--- config.mk ---
export PLATFORM = sky130hd
export DESIGN_NAME = esm_config_parser
export DESIGN_NICKNAME = d
export VERILOG_FILES = /design/src/rtl/esm_config_parser.sv
export SDC_FILE = /design/constraint.sdc
export NUM_CORES = 1
export LEC_CHECK = 0
export ABC_CLOCK_PERIOD_IN_PS = 3100
export CORE_MARGIN = 5
export CORE_UTILIZATION = 35
export DETAILED_ROUTE_END_ITERATION = 8
export PLACE_DENSITY = 0.61
export SLEW_MARGIN = 20
export SYNTH_ARGS = -nofsm -noshare
export SYNTH_HDL_FRONTEND = slang
export SYNTH_SLANG_ARGS = --single-unit
--- constraint.sdc ---
create_clock -name S_axis_clk -period 3.1 [get_ports S_axis_clk]
set_input_delay 0.62 -clock S_axis_clk [delete_from_list [all_inputs] [get_ports S_axis_clk]]
set_output_delay 0.62 -clock S_axis_clk [all_outputs]
set_load 0.01 [all_outputs]
--- src/rtl/esm_config_parser.sv ---
// esm_config_parser: receive side of the ESM control-message protocol.
// Checks the magic / sequence / header preamble of each framed message on the
// config stream. Each payload word is forwarded to the per-module consumers,
// tagged with the module id and message type from the header.
// Optional build macro: ESM_CONFIG_PARSER_MODULE_FILTER_EN adds Module_id_filter.
// When that macro is set, only matching module ids are forwarded. 0xFF matches every id.
module esm_config_parser #(
  parameter int                        AXI_DATA_WIDTH    = 32,
  parameter logic [AXI_DATA_WIDTH-1:0] MAGIC_NUM         = 32'hE5C0_A11C,
  parameter int                        MAX_PAYLOAD_WORDS = 64
) (
  input  logic                      S_axis_clk,
  input  logic                      S_axis_resetn,
`ifdef ESM_CONFIG_PARSER_MODULE_FILTER_EN
  input  logic [7:0]                Module_id_filter,
`endif
  input  logic                      S_axis_valid,
  output logic                      S_axis_ready,
  input  logic [AXI_DATA_WIDTH-1:0] S_axis_data,
  input  logic                      S_axis_last,
  output logic                      Cfg_valid,
  output logic                      Cfg_first,
  output logic                      Cfg_last,
  output logic [7:0]                Cfg_module_id,
  output logic [7:0]                Cfg_message_type,
  output logic [AXI_DATA_WIDTH-1:0] Cfg_data,
  output logic                      Err_magic,
  output logic                      Err_short,
  output logic                      Err_long,
  output logic                      Err_seq,
  output logic [AXI_DATA_WIDTH-1:0] Last_seq_num,
  output logic [15:0]               Msg_count_ok,
  output logic [15:0]               Msg_count_err
);

  localparam int CW = $clog2(MAX_PAYLOAD_WORDS + 1);
  localparam logic [CW-1:0] CNT_LAST = CW'(MAX_PAYLOAD_WORDS - 1);

  typedef enum logic [2:0] {
    S_MAGIC,
    S_SEQ,
    S_HEADER,
    S_PAYLOAD,
    S_DRAIN
  } state_t;

  state_t                    state_q;
  logic                      ready_q;
  logic                      seqTrack_q;
  logic                      msgErr_q;
  logic [CW-1:0]             wordCnt_q;
  logic                      cfgValid_q;
  logic                      cfgFirst_q;
  logic                      cfgLast_q;
  logic [7:0]                cfgModId_q;
  logic [7:0]                cfgMsgType_q;
  logic [AXI_DATA_WIDTH-1:0] cfgData_q;
  logic                      errMagic_q;
  logic                      errShort_q;
  logic                      errLong_q;
  logic                      errSeq_q;
  logic [AXI_DATA_WIDTH-1:0] lastSeq_q;
  logic [15:0]               countOk_q;
  logic [15:0]               countErr_q;

  logic accept;
  logic seqGap;
  logic filterMatch;

  assign accept = S_axis_valid && ready_q;
  // Consecutive messages must carry consecutive sequence numbers.
  // The 32-bit add wraps, so 0xFFFFFFFF is correctly followed by 0.
  assign seqGap = seqTrack_q && (S_axis_data != (lastSeq_q + AXI_DATA_WIDTH'(1)));

`ifdef ESM_CONFIG_PARSER_MODULE_FILTER_EN
  assign filterMatch = (Module_id_filter == 8'hFF) || (S_axis_data[31:24] == Module_id_filter);
`else
  assign filterMatch = 1'b1;
`endif

  // Saturating increment for the message counters.
  function automatic logic [15:0] satInc(input logic [15:0] v);
    return (v == 16'hFFFF) ? v : v + 16'd1;
  endfunction

  // Message framing FSM. All outputs are registered: pulses last one cycle, and data/tags hold their value.
  always_ff @(posedge S_axis_clk) begin
    if (!S_axis_resetn) begin
      state_q      <= S_MAGIC;
      ready_q      <= 1'b0;
      seqTrack_q   <= 1'b0;
      msgErr_q     <= 1'b0;
      wordCnt_q    <= '0;
      cfgValid_q   <= 1'b0;
      cfgFirst_q   <= 1'b0;
      cfgLast_q    <= 1'b0;
      cfgModId_q   <= '0;
      cfgMsgType_q <= '0;
      cfgData_q    <= '0;
      errMagic_q   <= 1'b0;
      errShort_q   <= 1'b0;
      errLong_q    <= 1'b0;
      errSeq_q     <= 1'b0;
      lastSeq_q    <= '0;
      countOk_q    <= '0;
      countErr_q   <= '0;
    end else begin
      ready_q    <= 1'b1;
      cfgValid_q <= 1'b0;
      cfgFirst_q <= 1'b0;
      cfgLast_q  <= 1'b0;
      errMagic_q <= 1'b0;
      errShort_q <= 1'b0;
      errLong_q  <= 1'b0;
      errSeq_q   <= 1'b0;
      if (accept) begin
        case (state_q)
          S_MAGIC: begin
            if (S_axis_data != MAGIC_NUM) begin
              errMagic_q <= 1'b1;
              countErr_q <= satInc(countErr_q);
              if (!S_axis_last) state_q <= S_DRAIN;
            end else if (S_axis_last) begin
              errShort_q <= 1'b1;
              countErr_q <= satInc(countErr_q);
            end else begin
              state_q <= S_SEQ;
            end
          end
          S_SEQ: begin
            lastSeq_q  <= S_axis_data;
            seqTrack_q <= 1'b1;
            errSeq_q   <= seqGap;
            if (S_axis_last) begin
              errShort_q <= 1'b1;
              countErr_q <= satInc(countErr_q);
              state_q    <= S_MAGIC;
            end else begin
              msgErr_q <= seqGap;
              state_q  <= S_HEADER;
            end
          end
          S_HEADER: begin
            if (filterMatch) begin
              cfgModId_q   <= S_axis_data[31:24];
              cfgMsgType_q <= S_axis_data[23:16];
            end
            if (S_axis_last) begin
              errShort_q <= 1'b1;
              countErr_q <= satInc(countErr_q);
              state_q    <= S_MAGIC;
            end else begin
              wordCnt_q <= '0;
              state_q   <= filterMatch ? S_PAYLOAD : S_DRAIN;
            end
          end
          S_PAYLOAD: begin
            cfgValid_q <= 1'b1;
            cfgFirst_q <= (wordCnt_q == '0);
            cfgData_q  <= S_axis_data;
            wordCnt_q  <= wordCnt_q + CW'(1);
            if (S_axis_last) begin
              cfgLast_q <= 1'b1;
              if (msgErr_q) countErr_q <= satInc(countErr_q);
              else          countOk_q  <= satInc(countOk_q);
              state_q <= S_MAGIC;
            end else if (wordCnt_q == CNT_LAST) begin
              cfgLast_q  <= 1'b1;
              errLong_q  <= 1'b1;
              countErr_q <= satInc(countErr_q);
              state_q    <= S_DRAIN;
            end
          end
          S_DRAIN: begin
            if (S_axis_last) state_q <= S_MAGIC;
          end
          default: state_q <= S_MAGIC;
        endcase
      end
    end
  end

  assign S_axis_ready     = ready_q;
  assign Cfg_valid        = cfgValid_q;
  assign Cfg_first        = cfgFirst_q;
  assign Cfg_last         = cfgLast_q;
  assign Cfg_module_id    = cfgModId_q;
  assign Cfg_message_type = cfgMsgType_q;
  assign Cfg_data         = cfgData_q;
  assign Err_magic        = errMagic_q;
  assign Err_short        = errShort_q;
  assign Err_long         = errLong_q;
  assign Err_seq          = errSeq_q;
  assign Last_seq_num     = lastSeq_q;
  assign Msg_count_ok     = countOk_q;
  assign Msg_count_err    = countErr_q;

endmodule

==> impl_metrics.yaml <==
sta:
  setup_violations: 0
  rsz0062_at_grt: "false"
  max_freq_mhz: 365
  maxSlewHeadroom_pct: 44.6
  maxSlewViolCount: 0
  worst_pin_slew_ns: 0.831
  hold_viol_final: 0
  setup_ws_ns: 0.363
  finalCritPeriodShare_pct: 88.3
  clock_skew_ns: 0.00608
  whs_ns: 0.455
  finalCriticalPeriod_ns: 2.74
pwr:
  comb_power_share_pct: 6.8
  pwr-share-clk_pct: 50.9
  power_frac_seq_pct: 42.4
  intPower_uw: 3110
  swShare_pct: 23.6
  switching_power_uw: 957
  vdd_drop_max_mv: 0.381
  powerDensity_mw_per_mm2: 443
  leakage_uw: 0.00309
synth:
  synth_edf_count: 0
  async_reset_ff_share_pct: 0
  ys_seq_elements: 132
  synth_cell_types: 63
  ys_warn_count: 0
  synthesis.area_sq_mm: 0.00654
  synth_fp_nets: 896
  synth.area.top_cells: "dfxtp_1 (40%), nand2_1 (11%), a21oi_1 (8.4%), xnor2_1 (3.5%), xor2_1 (3.3%)"
  yosysTopAreaCell: "dfxtp_1"
  synthDominantCellAreaShare_pct: 40.4
  ys_seq_area_share_pct: 40.4
  synth-main-ff-cell: "dfxtp_1"
  syn_inst: 855
  syn_avg_cell_area_sq_um: 7.65
detailed_routing:
  wl_per_cell_um: 16.6
  drt-pass1-iter-count: 7
  antenna_left: 0
  drc_errors: 0
  wl_met1_um: 10000
  vias: 6651
  routed-wl-met3_um: 1310
  via_per_inst: 5.23
  top_layer_used: "met4"
  drtIter0Drc: 575
  drt-total-wl_um: 21100
  dr_wl_met2_um: 9560
setup_path:
  r2r_start: "Last_seq_num[8]"
  endpoint: "Msg_count_err[13]"
  rrSetupSlack_ns: 0.50
  r2r.worst_path.cells: 8
  required_ns: 3.41
  reg2reg_to: "msgErr_q"
  critPathArrivalTime_ns: 3.05
  critPathMaxFanout: 3
  path_class: "in -> reg"
  end_kind: "flop"
  critPathLaunchType: "input port"
  critical_path.startpoint: "S_axis_data[17]"
clocking:
  htree_levels: 4
  clock_latency_ns: 0.42
  holdBufCountCts: 0
  clk_pin_slew_ns: 0.06
  clk_path_buf_depth: 2
  ctsResizeCount: 0
  cts_sinks: 132
  cts-buffers-inserted: 17
  cts_tree: "built"
  cts-root-buf: "clkbuf_16"
  cts_setup_buffers: 0
grt:
  grt_start_max_net_pins: 77
  grt_pass1_vias: 6132
  grt_pass1_wl_um: 33900
  grt.overflow.total: 0
  grt.total_usage_pct: 19.4
  antenna_found_initial: 0
layout:
  fin_util_pct: 49.4
  final_nets: 1065
  fill_cells: 1816
  final_common_cell: "nand2_1"
  drive_above_1_share_pct: 9.35
  most-common-layout-cells: "nand2_1 (199), clkdlybuf4s50_1 (155), dfxtp_1 (132), a21oi_1 (110), nor2_1 (53)"
  area_growth_pct: 40.2
  fin_area_sq_mm: 0.00917
  diodes: 0
  instances_no_fill: 1271
die:
  initial_core_util_pct: 35.2
  core_area_sq_mm: 0.0186
  die_x_um: 147
  fp.dieArea_sq_mm: 0.0215
  die_y_um: 147
  pin_count: 156
  num_rows: 50
placement:
  finalWeightedCongestion: 0.838
  place_inst: 1239
  port-buffer-count: 155
  dp_hpwl_um: 15100
  post-place-ws_ns: -0.0645
  placed_area_sq_mm: 0.00857
hold_path:
  min_delay_path_depth: 2
  worstHoldStart: "Cfg_data[1]"
  hold_class: "reg -> reg"
run_status:
  run_status: "finished, final reports clean"
job:
  cap_viol_max_count: 0
-- stage by stage --
step / power, uW / setup TNS (ns)
after floorplan: 1880 / 0
after global placement: 2030 / -0.0550
after detailed placement: 2030 / -0.0645
after CTS: 4110 / 0
after global routing: 4220 / 0
final: 4060 / 0
-- power groups by stage --
stage	registers (uW)	logic, uW	clock network [uW]
global route	1720	299	2190
detailed placement	1760	273	0
CTS	1720	275	2120
global placement	1760	273	0
floorplan	1760	122	0
finish	1720	274	2070
-- metal layers --
metal  global-route usage (%)  vias up
met5                        0        -
met4                     5.55        0
met3                     5.37       19
met2                     29.8      179
met1                     26.9     3109
li1                         -     3344
-- sequential cells by signal, indices dropped and copies added, names as in the netlist --
name	cells
Cfg_first	1
Last_seq_num	32
Err_short	1
Cfg_message_type	8
Cfg_valid	1
seqTrack_q	1
Cfg_module_id	8
wordCnt_q	7
Msg_count_err	16
Err_seq	1
S_axis_ready	1
Cfg_data	32
Cfg_last	1
Err_long	1
Err_magic	1
state_q	3
Msg_count_ok	16
msgErr_q	1
-- Yosys cell counts, types with 4 or more instances --
cell type,count
and4_1,8
xnor2_1,26
nor2b_1,4
inv_1,12
nand3_1,27
nor4_1,7
a31oi_1,7
o21ai_0,22
nor3b_1,6
nand2b_1,4
nand2_1,199
clkbuf_1,43
ha_1,5
nand4_1,27
buf_2,8
or3_1,20
and3_1,15
buf_1,4
nor3_1,17
and2_1,4
nor4b_1,4
xor2_1,25
dfxtp_1,132
mux2i_1,6
a21oi_1,110
nor2_1,54
-- worst max-delay path, stage by stage --
cell	delay [ns]
clkdlybuf4s50_1	0.46
nor4_1	0.45
nand4_1	0.40
or3_1	0.48
nor2_1	0.10
a31oi_1	0.05
a211o_1	0.30
o221a_1	0.20
-- worst min path at each step --
stage                          end  slack [ns]
6_report               Cfg_data[1]        0.45
3_3_place_gp          Cfg_data[20]        0.44
2_1_floorplan              Err_seq        0.44
4_1_cts        Cfg_message_type[6]        0.46
5_1_grt               Cfg_data[24]        0.48
3_5_place_dp   Cfg_message_type[6]        0.45
-- cell type report --
class | instances | area, sq um | share of cell area, %
multi-input combinational | 656 | 3660 | 39.9
tap | 234 | 293 | 3.19
inverter | 12 | 46.3 | 0.505
timing repair buffer | 205 | 1930 | 21.0
clock inverter | 15 | 183 | 1.99
sequential | 132 | 2640 | 28.8
clock buffer | 17 | 425 | 4.64
-- kinds of logic after synthesis --
family          count (synthesis)  share of synthesized area [%]
compound gates                183                           16.7
xor+xnor                       51                           6.83
fa+ha+maj                       5                          0.956
buf+inv                        67                           4.00
flops                         132                           40.4
mux                             6                          0.918
simple gates                  411                           30.2
No activity file was read; power rests on OpenSTA's default activity.
